`src/rtl/axi_lite_master_impl.sv`:
```
// Command-driven AXI4-Lite master: one register read or write per command, one response per command.
// Illegal operations and out-of-range register indices are answered locally without touching the bus.
module axi_lite_master_impl #(
    parameter int C_M_AXI_DATA_WIDTH  = 32,
    parameter int C_M_AXI_ADDR_WIDTH  = 5,
    parameter int NUMBER_OF_REGISTERS = 6
) (
    input  logic                              M_AXI_ACLK,
    input  logic                              M_AXI_ARESETN,
    // Command / response port
    input  logic [1:0]                        cmd_operation,
    input  logic [7:0]                        cmd_register_number,
    input  logic [C_M_AXI_DATA_WIDTH-1:0]     cmd_write_data,
    input  logic                              cmd_valid,
    output logic                              cmd_ready,
    output logic                              rsp_valid,
    output logic [C_M_AXI_DATA_WIDTH-1:0]     rsp_read_data,
    output logic [1:0]                        rsp_resp,
    output logic                              rsp_error,
    // AXI4-Lite master
    output logic [C_M_AXI_ADDR_WIDTH-1:0]     M_AXI_AWADDR,
    output logic [2:0]                        M_AXI_AWPROT,
    output logic                              M_AXI_AWVALID,
    input  logic                              M_AXI_AWREADY,
    output logic [C_M_AXI_DATA_WIDTH-1:0]     M_AXI_WDATA,
    output logic [C_M_AXI_DATA_WIDTH/8-1:0]   M_AXI_WSTRB,
    output logic                              M_AXI_WVALID,
    input  logic                              M_AXI_WREADY,
    input  logic [1:0]                        M_AXI_BRESP,
    input  logic                              M_AXI_BVALID,
    output logic                              M_AXI_BREADY,
    output logic [C_M_AXI_ADDR_WIDTH-1:0]     M_AXI_ARADDR,
    output logic [2:0]                        M_AXI_ARPROT,
    output logic                              M_AXI_ARVALID,
    input  logic                              M_AXI_ARREADY,
    input  logic [C_M_AXI_DATA_WIDTH-1:0]     M_AXI_RDATA,
    input  logic [1:0]                        M_AXI_RRESP,
    input  logic                              M_AXI_RVALID,
    output logic                              M_AXI_RREADY
);

    typedef enum logic [2:0] {
        IDLE,
        WR_ADDR_DATA,
        WR_RESP,
        RD_ADDR,
        RD_DATA,
        DONE
    } state_t;

    localparam logic [1:0] OP_READ  = 2'd1;
    localparam logic [1:0] OP_WRITE = 2'd2;
    localparam logic [7:0] NUM_REGS = 8'(NUMBER_OF_REGISTERS);

    state_t                          state_q;
    logic                            cmd_ready_q;
    logic                            awvalid_q;
    logic                            wvalid_q;
    logic                            bready_q;
    logic                            arvalid_q;
    logic                            rready_q;
    logic [C_M_AXI_ADDR_WIDTH-1:0]   awaddr_q;
    logic [C_M_AXI_ADDR_WIDTH-1:0]   araddr_q;
    logic [C_M_AXI_DATA_WIDTH-1:0]   wdata_q;
    logic                            rsp_valid_q;
    logic [C_M_AXI_DATA_WIDTH-1:0]   rsp_read_data_q;
    logic [1:0]                      rsp_resp_q;
    logic                            rsp_error_q;

    logic [C_M_AXI_ADDR_WIDTH-1:0]   addr_d;
    logic                            in_range_d;
    logic                            aw_done_d;
    logic                            w_done_d;

    // Byte address of the register; upper bits beyond the bus width are dropped.
    assign addr_d     = C_M_AXI_ADDR_WIDTH'({cmd_register_number, 2'b00});
    assign in_range_d = (cmd_register_number < NUM_REGS);
    // A channel is finished once its VALID has already dropped or it handshakes now.
    assign aw_done_d  = !awvalid_q || M_AXI_AWREADY;
    assign w_done_d   = !wvalid_q  || M_AXI_WREADY;

    always_ff @(posedge M_AXI_ACLK) begin
        if (!M_AXI_ARESETN) begin
            state_q         <= IDLE;
            cmd_ready_q     <= 1'b0;
            awvalid_q       <= 1'b0;
            wvalid_q        <= 1'b0;
            bready_q        <= 1'b0;
            arvalid_q       <= 1'b0;
            rready_q        <= 1'b0;
            awaddr_q        <= '0;
            araddr_q        <= '0;
            wdata_q         <= '0;
            rsp_valid_q     <= 1'b0;
            rsp_read_data_q <= '0;
            rsp_resp_q      <= 2'b00;
            rsp_error_q     <= 1'b0;
        end else begin
            case (state_q)
                IDLE: begin
                    if (cmd_valid && cmd_ready_q) begin
                        cmd_ready_q <= 1'b0;
                        awaddr_q    <= addr_d;
                        araddr_q    <= addr_d;
                        wdata_q     <= cmd_write_data;
                        if (cmd_operation == OP_WRITE && in_range_d) begin
                            awvalid_q <= 1'b1;
                            wvalid_q  <= 1'b1;
                            state_q   <= WR_ADDR_DATA;
                        end else if (cmd_operation == OP_READ && in_range_d) begin
                            arvalid_q <= 1'b1;
                            state_q   <= RD_ADDR;
                        end else begin
                            rsp_valid_q     <= 1'b1;
                            rsp_error_q     <= 1'b1;
                            rsp_resp_q      <= 2'b00;
                            rsp_read_data_q <= '0;
                            state_q         <= DONE;
                        end
                    end else begin
                        cmd_ready_q <= 1'b1;
                    end
                end
                WR_ADDR_DATA: begin
                    if (awvalid_q && M_AXI_AWREADY) awvalid_q <= 1'b0;
                    if (wvalid_q && M_AXI_WREADY)   wvalid_q  <= 1'b0;
                    if (aw_done_d && w_done_d) begin
                        bready_q <= 1'b1;
                        state_q  <= WR_RESP;
                    end
                end
                WR_RESP: begin
                    if (M_AXI_BVALID) begin
                        bready_q        <= 1'b0;
                        rsp_valid_q     <= 1'b1;
                        rsp_resp_q      <= M_AXI_BRESP;
                        rsp_error_q     <= M_AXI_BRESP[1];
                        rsp_read_data_q <= '0;
                        state_q         <= DONE;
                    end
                end
                RD_ADDR: begin
                    if (M_AXI_ARREADY) begin
                        arvalid_q <= 1'b0;
                        rready_q  <= 1'b1;
                        state_q   <= RD_DATA;
                    end
                end
                RD_DATA: begin
                    if (M_AXI_RVALID) begin
                        rready_q        <= 1'b0;
                        rsp_valid_q     <= 1'b1;
                        rsp_resp_q      <= M_AXI_RRESP;
                        rsp_error_q     <= M_AXI_RRESP[1];
                        rsp_read_data_q <= M_AXI_RDATA;
                        state_q         <= DONE;
                    end
                end
                DONE: begin
                    rsp_valid_q <= 1'b0;
                    cmd_ready_q <= 1'b1;
                    state_q     <= IDLE;
                end
                default: state_q <= IDLE;
            endcase
        end
    end

    assign cmd_ready     = cmd_ready_q;
    assign rsp_valid     = rsp_valid_q;
    assign rsp_read_data = rsp_read_data_q;
    assign rsp_resp      = rsp_resp_q;
    assign rsp_error     = rsp_error_q;

    assign M_AXI_AWADDR  = awaddr_q;
    assign M_AXI_AWPROT  = 3'b000;
    assign M_AXI_AWVALID = awvalid_q;
    assign M_AXI_WDATA   = wdata_q;
    assign M_AXI_WSTRB   = {(C_M_AXI_DATA_WIDTH/8){1'b1}};
    assign M_AXI_WVALID  = wvalid_q;
    assign M_AXI_BREADY  = bready_q;
    assign M_AXI_ARADDR  = araddr_q;
    assign M_AXI_ARPROT  = 3'b000;
    assign M_AXI_ARVALID = arvalid_q;
    assign M_AXI_RREADY  = rready_q;

endmodule
```
`config.mk`:
```
export PLATFORM = sky130hd
export DESIGN_NAME = axi_lite_master_impl
export DESIGN_NICKNAME = d
export VERILOG_FILES = /design/src/rtl/axi_lite_master_impl.sv
export SDC_FILE = /design/constraint.sdc
export NUM_CORES = 1
export LEC_CHECK = 0
export CORE_MARGIN = 2
export CORE_UTILIZATION = 37
export DETAILED_ROUTE_END_ITERATION = 8
export GPL_ROUTABILITY_DRIVEN = 0
export GPL_TIMING_DRIVEN = 0
export PLACE_DENSITY = 0.76
export SLEW_MARGIN = 20
export SYNTH_ARGS = -nofsm -noshare
export SYNTH_HDL_FRONTEND = slang
export SYNTH_SLANG_ARGS = --single-unit
```
`constraint.sdc`:
```
create_clock -name M_AXI_ACLK -period 3.5 [get_ports M_AXI_ACLK]
set_input_delay 0.525 -clock M_AXI_ACLK [delete_from_list [all_inputs] [get_ports M_AXI_ACLK]]
set_output_delay 0.525 -clock M_AXI_ACLK [all_outputs]
set_load 0.1 [all_outputs]
```
# After elaboration in Yosys (flattened, before gate mapping)
# Cells that the tools add are included.
# totals
regBits	80
input_bits	86
output_inout_bits	94
wordCells	107
# op_classes
n_lt_le_gt_ge	1
eq_ne	18
muxes	48
reduce_logical	27
# ops
operator	n
2-to-1 mux 32 bit	5
one-hot mux 32 bit (3 select lines)	1
!= test 2 bit (second input constant)	11
2-to-1 mux 3 bit	7
2-to-1 mux 1 bit	20
one-hot mux 3 bit (5 select lines)	1
one-hot mux 1 bit (2 select lines)	6
AND reduction 6 bit	2
2-to-1 mux 2 bit	5
AND reduction 5 bit	2
nonzero test 2 bit	5
< comparator 8 x 3 -> 1 bit (second input constant)	1
AND reduction 4 bit	2
== test 3 x 2 -> 1 bit (second input constant)	2
== test 3 bit (second input constant)	2
logical AND 1 bit	6
one-hot mux 2 bit (3 select lines)	1
AND reduction 3 bit	2
one-hot mux 1 bit (4 select lines)	1
nonzero test 4 bit	1
== test 3 x 1 -> 1 bit (second input constant)	1
logical NOT 3 bit	1
one-hot mux 1 bit (3 select lines)	1
nonzero test 3 bit	1
other kinds (5)	7

# Longest topological paths before layout
# Gate-level depths: netlist of run 1.
# logic_depth
word_depth	6
mapped_depth	7
depth_no_buf	4

# Least setup slack after synthesis of run 1
# OpenSTA, ideal clock, no wires.
# synth_timing
path_type	flip-flop to flip-flop
startpoint	register cmd_ready_q, in the netlist cmd_ready
endpoint	register araddr_q[4], in the netlist M_AXI_ARADDR[4]
setup_ps	132
arrival_time_ps	2142
required_ps	3368
setup_slack_ps	1226
path_stages_with_launch	7
path_buffers	2
period_less_slack_ps	2274
cell_sequence	dfxtp_1 > nand2_1 > or4_1 > buf_2 > buf_2 > nand2_1 > a21oi_1
# synth_via
elab_chain_len	2
# synth_lines
item	line	source
from (decl)	56	logic cmd_ready_q;
from (signal assigned)	85	cmd_ready_q <= 1'b0;
from (signal assigned)	102	cmd_ready_q <= 1'b0;
from (signal assigned)	121	cmd_ready_q <= 1'b1;
logical AND 1 bit	101	if (cmd_valid && cmd_ready_q) begin
AND reduction 2 bit (no source line)	n/a	
to (signal assigned)	104	araddr_q <= addr_d;
to (decl)	63	logic [C_M_AXI_ADDR_WIDTH-1:0] araddr_q;
# Every way passes these cells.
# A chain may end at the register's enable or synchronous reset.

==> reports/qor.yml, run 1 <==
tightestPinTransition_ns: 1.03
outcome: "finished clean"
clk_path_buf_depth: 2
p_int_mw: 2.18
critPathMaxFanout: 3
post-cts-setup-buffers: 0
hold_path.class: "flip-flop to flip-flop"
rsz0062_at_grt: "no"
antenna_cells: 0
cp_data_required_time_ns: 2.97
grt_max_degree: 14
p_leak_nw: 2.08
rows: 35
post_drt_wl_per_cell_um: 13.3
ant_nets: 0
cts_resized: 0
hold_viol: 0
port-buffer-count: 165
powerDensity_mw_per_mm2: 784
tns_ns: 0
ys_types: 44
nets: 684
clk_pin_slew_ns: 0.08
finalSetupViolations: 0
ys_seq_area_share_pct: 46.0
insertion_delay_ns: 0.34
ys.flop_type: "dfxtp_1"
routed_wl_um: 9470
drtPass1Iterations: 4
num_vias: 3359
p_switching_mw: 2.11
cts.sinks: 80
viasPerCell: 4.71
cts_root_buffer: "clkbuf_8"
ys_warn_count: 0
cp_cell_sequence: "buf_4 > clkdlybuf4s50_1"
power.share.clock_pct: 13.4
grt_usage_pct: 18.0
relSlewSlack_pct: 31.2
die_x_um: 101
area_growth_pct: 57.4
critical-path-max-stage-delay_ns: 1.11
pwr-share-comb_pct: 60.2
fin_total_pwr_mw: 4.29
netlist_instances: 410
cts_tree: "built"
core_mm2: 0.00920
ys_ff_latch: 80
seqPwrFrac_pct: 26.4
grt_overflow: 0
synth_edf_count: 0
end_kind: "output port"
numCtsBuffers: 9
htreeDepth: 3
drive_above_1_share_pct: 9.63
dieArea_mm2: 0.0102
grt_pass1_wl_um: 14800
drt_iter0_markers: 117
worst_path_max_delay_cell: "clkdlybuf4s50_1"
slew_viol_final: 0
syn-cell-area_mm2: 0.00348
min_period_ns: 2.49
final_util_pct: 59.6
critPathLaunchType: "flip-flop"
clock.fmax_mhz: 401
peakVddDrop_uv: 401
ios: 180
fin_crit_sh_pct: 71.3
die_h_um: 101
swShare_pct: 49.2
drc: 0
postCtsHoldBufs: 0
initial_utilization_pct: 37.9
synthArstFlopShare_pct: 0
syn_area_per_cell_um2: 8.49
place_hpwl_um: 7390
arrival_ns: 1.97
antenna_found_initial: 0
grt_pass1_vias: 3159
fin_skew_ns: 0.0120
cap_violations: 0
crit_type: "flip-flop to output port"
power by group through the flow:
stage,combinational [mW],sequential [mW],clock (mW)
after global placement,2.56,1.15,0
after detailed placement,2.59,1.16,0
after global routing,2.71,1.15,0.636
after CTS,2.60,1.14,0.594
after floorplan,1.18,2.02,0
final,2.58,1.14,0.574
through the flow:
stage          cells  hold WS [ns]  instance area, um2  worst slack, ns
3_5_place_dp     698         0.447                5320             1.09
5_1_grt          713         0.472                5480            0.955
3_3_place_gp     698         0.435                5320             1.15
6_report         713         0.454                5480             1.01
2_1_floorplan    422         0.661                3530             1.23
4_1_cts          713         0.457                5480            0.983
registers in the layout, indices dropped and copies added, names as in the netlist:
signal / count
M_AXI_AWVALID: 1
M_AXI_BREADY: 1
rsp_resp: 2
rsp_read_data: 32
M_AXI_ARVALID: 1
M_AXI_ARADDR: 3
cmd_ready: 1
state_q: 3
rsp_error: 1
M_AXI_RREADY: 1
rsp_valid: 1
M_AXI_WDATA: 32
M_AXI_WVALID: 1
routing by layer:
layer | GRT usage [%] | wire length, um | vias to the layer above
met2 | 31.2 | 4710 | 127
met4 | 6.03 | 132 | 0
met1 | 21.0 | 3860 | 1523
met3 | 5.55 | 773 | 13
met5 | 0 | 0 | -
li1 | - | - | 1696
layout make-up:
type,instances,area [um2]
Tap cell,111,139
Fill cell,849,3720
Multi-Input combinational cell,288,1550
Timing Repair Buffer,165,1650
Inverter,8,30.0
Clock buffer,10,128
Buffer,46,342
Clock inverter,5,35.0
Sequential cell,80,1600
cells by family after synthesis:
logic type,Yosys count,share of synthesized area [%]
other,2,0.216
multiplexers,34,9.78
AO/OA/AOI/OAI,64,11.2
AND/OR/NAND/NOR,176,22.1
buffers and inverters,54,10.7
flip-flops,80,46.0
worst paths after layout:
| kind | from | endpoint | slack [ns] | cells after the start |
|---|---|---|---|---|
| hold reg to reg | M_AXI_WDATA[3]$_SDFFE_PN0P_ | M_AXI_WDATA[3]$_SDFFE_PN0P_ | 0.45 | 2 |
| hold / removal | M_AXI_WDATA[3]$_SDFFE_PN0P_ | M_AXI_WDATA[3]$_SDFFE_PN0P_ | 0.45 | 2 |
| setup reg to reg | state_q[1]$_SDFFE_PN0P_ | rsp_read_data[12]$_SDFFE_PN0P_ | 1.71 | 7 |
| setup / recovery | M_AXI_ARADDR[2]$_SDFFE_PN0P_ | M_AXI_AWADDR[2] | 1.01 | 2 |
cell usage after synthesis, types with 2 or more instances:
cell type  instances  area (um2)
mux2i_1           34         340
buf_4             17         128
a21oi_1           44         220
inv_1              7        26.3
nand3_1            3        15.0
nand2_1          147         552
nor3_1             3        15.0
buf_6              6        67.6
dfxtp_1           80        1600
buf_2              9        45.0
a22o_1             2        17.5
buf_12             3        60.1
conb_1             2        7.51
a31oi_1            3        18.8
nor2b_1            7        43.8
o21ai_0            2        10.0
nor2_1             3        11.3
nor4b_2            2        30.0
clkbuf_1          11        41.3
critical path: cells and delay by family (launching register included):
family	cells	cell delay, ns
buffers and inverters	2	1.23
DFF	1	0.39
layout by cell type (no fill, tap or decap), drive strengths merged, types with 2 or more instances in the layout:
master | Yosys | layout
nor4 | 3 | 3
inv | 7 | 7
nor3 | 4 | 4
conb | 2 | 14
clkinvlp | 0 | 4
nor2b | 7 | 7
a31oi | 3 | 3
a22o | 2 | 2
clkdlybuf4s50 | 0 | 165
nand3 | 3 | 3
clkinv | 1 | 2
buf | 35 | 35
nor2 | 3 | 3
clkbuf | 11 | 21
a21oi | 44 | 44
dfxtp | 80 | 80
mux2i | 34 | 34
nor4b | 2 | 2
nand2 | 147 | 147
o21ai | 2 | 2
a2111oi | 2 | 2
No activity file was read; power rests on OpenSTA's default activity.
==> inputs of run 2 (changes only) <==
- CORE_UTILIZATION: 37 -> 36
- PLACE_DENSITY: 0.76 -> 0.77
- clock period: 3.5 -> 2.2 ns (I/O delays scaled with it)
==> run 2 against run 1 <==
  * Die area is 2.7% higher
  * Sequential cell count stayed put
  * Clock-buffer cell count stayed put
  * Sequential power is 58% higher
  * Via count is 1.5% higher
  * Cell count is 2.5% higher
  * Clock skew is 0.0012 ns lower
  * Register-to-register slack worse by 1.3 ns
  * Critical path type unchanged
  * Largest power group unchanged
==> reports/qor.yml, run 2 (synthesis results as in run 1) <==
outcome: "finished clean"
nets: 684  # unchanged
layout_common_cells: "nand2_1 (147), clkdlybuf4s50_1 (122), dfxtp_1 (79), a21oi_1 (44), dlymetal6s2s_1 (36)"
place_ws_ns: -0.0769  # -1.17 ns
critPathBufInv: 1  # -1
antenna_cells: 0  # unchanged
p_int_mw: 3.80  # +74%
hold_viol: 0  # unchanged
antenna_found_initial: 0  # unchanged
routed_wl_um: 9810  # +3.5%
fin_total_pwr_mw: 7.16  # +67%
clk_path_buf_depth: 2  # unchanged
fin_crit_sh_pct: 98.6
relSlewSlack_pct: 32.3  # +1.1 points
place_hpwl_um: 7560  # +2.3%
p_leak_nw: 2.80  # +35%
grt_pass1_wl_um: 15100  # +2.0%
placed_cell_area_mm2: 0.00534  # +0.45%
clock.fmax_mhz: 461
core_mm2: 0.00933  # +1.4%
cp_data_required_time_ns: 1.87  # -1.10 ns
initial_utilization_pct: 37.3  # -0.53 points
grt_usage_pct: 18.3  # +0.33 points
clk_pin_slew_ns: 0.09  # about the same
critPathMaxFanout: 2  # -1
ant_nets: 0  # unchanged
critical-path-max-stage-delay_ns: 1.15  # +0.04 ns
cts_tree: "built"
cp.depth: 1  # -1
drc: 0  # unchanged
cts.sinks: 80  # unchanged
finalSetupViolations: 0  # unchanged
crit_type: "flip-flop to output port"
drtPass1Iterations: 6  # +2
crit_family: "buffers and inverters"
swShare_pct: 47.0  # -2.3 points
cts_root_buffer: "clkbuf_8"
rsz0062_at_grt: "no"
critPathLaunchType: "flip-flop"
slew_viol_final: 0  # unchanged
final_common_cell: "nand2_1"
area_growth_pct: 62.5
ios: 180  # unchanged
powerDensity_mw_per_mm2: 1270  # +62%
rows: 35  # unchanged
tns_ns: 0  # unchanged
die_x_um: 102  # +1.3%
arrival_ns: 1.84  # -0.13 ns
grt_pass1_vias: 3381  # +7.0%
num_vias: 3409  # +1.5%
insertion_delay_ns: 0.34  # about the same
cap_violations: 0  # unchanged
fin_skew_ns: 0.0108  # -0.00119 ns
holdPathStages: 2  # unchanged
grt_overflow: 0  # unchanged
post_drt_wl_per_cell_um: 13.4  # +0.95%
port-buffer-count: 165  # unchanged
reg2reg_depth: 6  # -1
die_h_um: 102  # +1.3%
pwr-share-comb_pct: 57.1  # -3.1 points
tightestPinTransition_ns: 1.01  # -0.0142 ns
peakVddDrop_uv: 633  # +58%
drive_above_1_share_pct: 9.80  # +0.17 points
numCtsBuffers: 9  # unchanged
grt_max_degree: 14  # unchanged
hold_path.class: "flip-flop to flip-flop"
setup_slack_ns: 0.0312  # -0.975 ns
p_switching_mw: 3.36  # +59%
stdcell_area_mm2: 0.00566  # +3.2%
cp_cell_sequence: "clkdlybuf4s50_1"
dieArea_mm2: 0.0105  # +2.7%
worst_path_max_delay_cell: "clkdlybuf4s50_1"
seqPwrFrac_pct: 25.1  # -1.3 points
htreeDepth: 3  # unchanged
viasPerCell: 4.66  # -1.0%
power.share.clock_pct: 17.8  # +4.4 points
min_period_ns: 2.17
end_kind: "output port"
drt_iter0_markers: 74  # -37%
run 2: worst paths after layout:
path,startpoint,slack (ns),endpoint
setup reg to reg,state_q[0]$_SDFFE_PN0P_,0.40,M_AXI_WDATA[16]$_SDFFE_PN0P_
hold / removal,M_AXI_WDATA[0]$_SDFFE_PN0P_,0.45,M_AXI_WDATA[0]$_SDFFE_PN0P_
hold reg to reg,M_AXI_WDATA[0]$_SDFFE_PN0P_,0.45,M_AXI_WDATA[0]$_SDFFE_PN0P_
setup / recovery,rsp_read_data[5]$_SDFFE_PN0P_,0.03,rsp_read_data[5]
run 2: power by group through the flow:
stage | clock network, mW | logic, mW | registers (mW)
2_1_floorplan | 0 | 1.87 | 3.21
3_3_place_gp | 0 | 4.08 | 1.83
3_5_place_dp | 0 | 4.12 | 1.84
4_1_cts | 1.32 | 4.12 | 1.80
5_1_grt | 1.38 | 4.30 | 1.83
6_report | 1.27 | 4.09 | 1.80
run 2: per-stage QoR:
stage / hold slack (ns) / instances / util, %
floorplan: 0.466 / 422 / -
global placement: 0.435 / 716 / 57.3
detailed placement: 0.443 / 716 / 57.3
CTS: 0.458 / 731 / 59.7
global route: 0.474 / 731 / 60.6
finish: 0.452 / 731 / 60.6
run 2: final cells by class:
class	instances	area [um2]
fillers	814	3670
repair buffers	165	1730
flip-flops and latches	80	1600
multi-input cells	288	1550
plain buffers	46	342
well taps	129	161
clock buffers	10	128
clock inverters	5	106
inverters	8	30.0
run 2: repair_timing:
item | in CTS | in global routing
gates resized for setup | 7 | 36
endpoints found under the setup margin | 7 | 36
setup buffers | 0 | 0
endpoints found under the hold margin | 0 | 0
hold buffers | 0 | 0
run 2: worst register-to-register path: cells and delay by family (launching register included):
kind | cells | cell delay (ns)
compound gates | 1 | 0.12
buf+inv | 3 | 0.57
flops | 1 | 0.30
simple gates | 2 | 0.76
run 2: per-layer routing:
layer | track usage [%] | vias to the layer above | share of wire (%)
met5 | 0 | - | 0
met4 | 7.49 | 0 | 1.8
met3 | 7.32 | 14 | 10
met2 | 32.0 | 143 | 48
met1 | 19.7 | 1547 | 40
li1 | - | 1705 | -
==> inputs of run 3 (changes only) <==
- GPL_TIMING_DRIVEN: 0 -> default
- PLACE_DENSITY: 0.77 -> default
- PLACE_DENSITY_LB_ADDON: default -> 0.2
==> run 3 against run 2 <==
  * First-iteration DRC count increased by 110%
  * Largest power group unchanged
  * Design area is 8.9% lower
  * Critical path type is now flip-flop to flip-flop
  * Fmax increased by 17%
  * Worst setup slack gained 0.31 ns
==> reports/qor.yml, run 3 (synthesis results as in run 1) <==
fin_skew_ns: 0.0121  # +0.00137 ns
final_common_cell: "nand2_1"
relSlewSlack_pct: 56.7  # +24 points
worst_path_max_delay_cell: "dfxtp_1"
drc: 0  # unchanged
holdCritStartpoint: "M_AXI_WDATA[27]$_SDFFE_PN0P_"
clock.fmax_mhz: 539  # +17%
drtPass1Iterations: 4  # -2
finalSetupViolations: 0  # unchanged
r2r-start: "state_q[0]$_SDFFE_PN0P_"
numCtsBuffers: 9  # unchanged
place_hpwl_um: 6580  # -13%
fin_total_pwr_mw: 6.83  # -4.6%
cts_resized: 0  # -7
cp_cell_sequence: "nor4b_2 > nor3_1 > a31oi_1 > a2111oi_2"
hold_path.class: "flip-flop to flip-flop"
grt_max_degree: 36  # +22
cp.depth: 4  # +3
outcome: "finished clean"
reg2reg_depth: 4  # -2
port-buffer-count: 165  # unchanged
grt_usage_pct: 16.8  # -1.5 points
num_vias: 3237  # -5.0%
clk_path_buf_depth: 2  # unchanged
powerDensity_mw_per_mm2: 1330  # +4.7%
antenna_cells: 0  # unchanged
cts.sinks: 80  # unchanged
cts_tree: "built"
final_util_pct: 55.2  # -5.4 points
critPathBufInv: 0  # -1
postCtsHoldBufs: 0  # unchanged
rows: 35  # unchanged
antenna_found_initial: 0  # unchanged
tightestPinTransition_ns: 0.649  # -0.365 ns
die_x_um: 102  # unchanged
critPathLaunchType: "flip-flop"
cap_violations: 0  # unchanged
dieArea_mm2: 0.0105  # unchanged
post-cts-setup-buffers: 0  # unchanged
cts_root_buffer: "clkbuf_8"
initial_utilization_pct: 37.3  # unchanged
drt_iter0_markers: 153  # +110%
drive_above_1_share_pct: 20.2  # +10 points
hold-worst-slack_ns: 0.457  # +0.00483 ns
area_growth_pct: 48.0
critPathMaxFanout: 17  # +15
p_leak_nw: 2.14  # -24%
setup_slack_ns: 0.346  # +0.315 ns
end_kind: "flip-flop"
crit_family: "flip-flops"
post_drt_wl_per_cell_um: 12.9  # -3.5%
nFillCells: 897  # +10%
ios: 180  # unchanged
viasPerCell: 4.64  # -0.41%
insertion_delay_ns: 0.34  # about the same
ant_nets: 0  # unchanged
die_h_um: 102  # unchanged
peakVddDrop_uv: 853  # +35%
hold_viol: 0  # unchanged
slew_viol_final: 0  # unchanged
nets: 649  # -5.1%
critical-path-max-stage-delay_ns: 0.74  # -0.41 ns
htreeDepth: 3  # unchanged
routed_wl_um: 9030  # -7.9%
arrival_ns: 2.09  # +0.25 ns
grt_pass1_vias: 3049  # -9.8%
holdPathStages: 2  # unchanged
clk_pin_slew_ns: 0.08  # about the same
tns_ns: 0  # unchanged
rsz0062_at_grt: "no"
min_period_ns: 1.85  # -0.315 ns
place_ws_ns: 0.0121  # +0.0889 ns
layout_common_cells: "nand2_1 (147), buf_4 (87), clkdlybuf4s50_1 (85), dfxtp_1 (79), a21oi_1 (44)"
crit_type: "flip-flop to flip-flop"
grt_overflow: 0  # unchanged
fin_crit_sh_pct: 84.3  # -14 points
grt_pass1_wl_um: 14000  # -7.3%
startpoint: "state_q[0]$_SDFFE_PN0P_"
core_mm2: 0.00933  # unchanged
cp_data_required_time_ns: 2.44  # +0.57 ns
run 3: changes by cell type in the layout (fill, tap and decap cells not counted), sizes merged:
cell           delta
clkdlybuf4s50    -37
buf              +56
dlygate4sd2       -7
clkbuf           -10
dlymetal6s2s     -36
bufinv            -1
clkinv            +1
run 3: path summary, 6_finish.rpt:
path              slack (ns)                      endpoint
hold / removal          0.46  M_AXI_WDATA[27]$_SDFFE_PN0P_
setup reg to reg        0.35       state_q[2]$_SDFFE_PN0P_
hold reg to reg         0.46  M_AXI_WDATA[27]$_SDFFE_PN0P_
setup / recovery        0.35       state_q[2]$_SDFFE_PN0P_
run 3: per-stage QoR:
step	cells	area [um2]
global placement	681	4940
detailed placement	681	4940
floorplan	422	3530
finish	697	5150
global route	697	5150
CTS	697	5150
run 3: tightest hold or removal path, delay by kind of cell, from the launching register on:
kind / cells / cell delay, ns
flops: 1 / 0.31
compound gates: 1 / 0.05
simple gates: 1 / 0.05
run 3: layout make-up:
cell class / instances / area [um2] / share of cell area [%]
timing repair buffer: 176 / 1580 / 30.7
clock inverter: 5 / 81.3 / 1.58
multi-input combinational: 288 / 1560 / 30.3
sequential: 80 / 1600 / 31.1
tap: 129 / 161 / 3.13
clock buffer: 11 / 131 / 2.55
inverter: 8 / 30.0 / 0.583
run 3: per-layer routing:
metal	GRT usage, %	vias up	share of wire, %
li1	-	1631	-
met2	27.5	124	46
met1	20.1	1467	42
met5	0	-	0
met3	6.43	15	10
met4	6.56	0	1.7
run 3: where the power goes:
group	switching, mW	internal, mW
combinational	2.59	1.18
sequential	0.213	1.68
clock	0.535	0.641
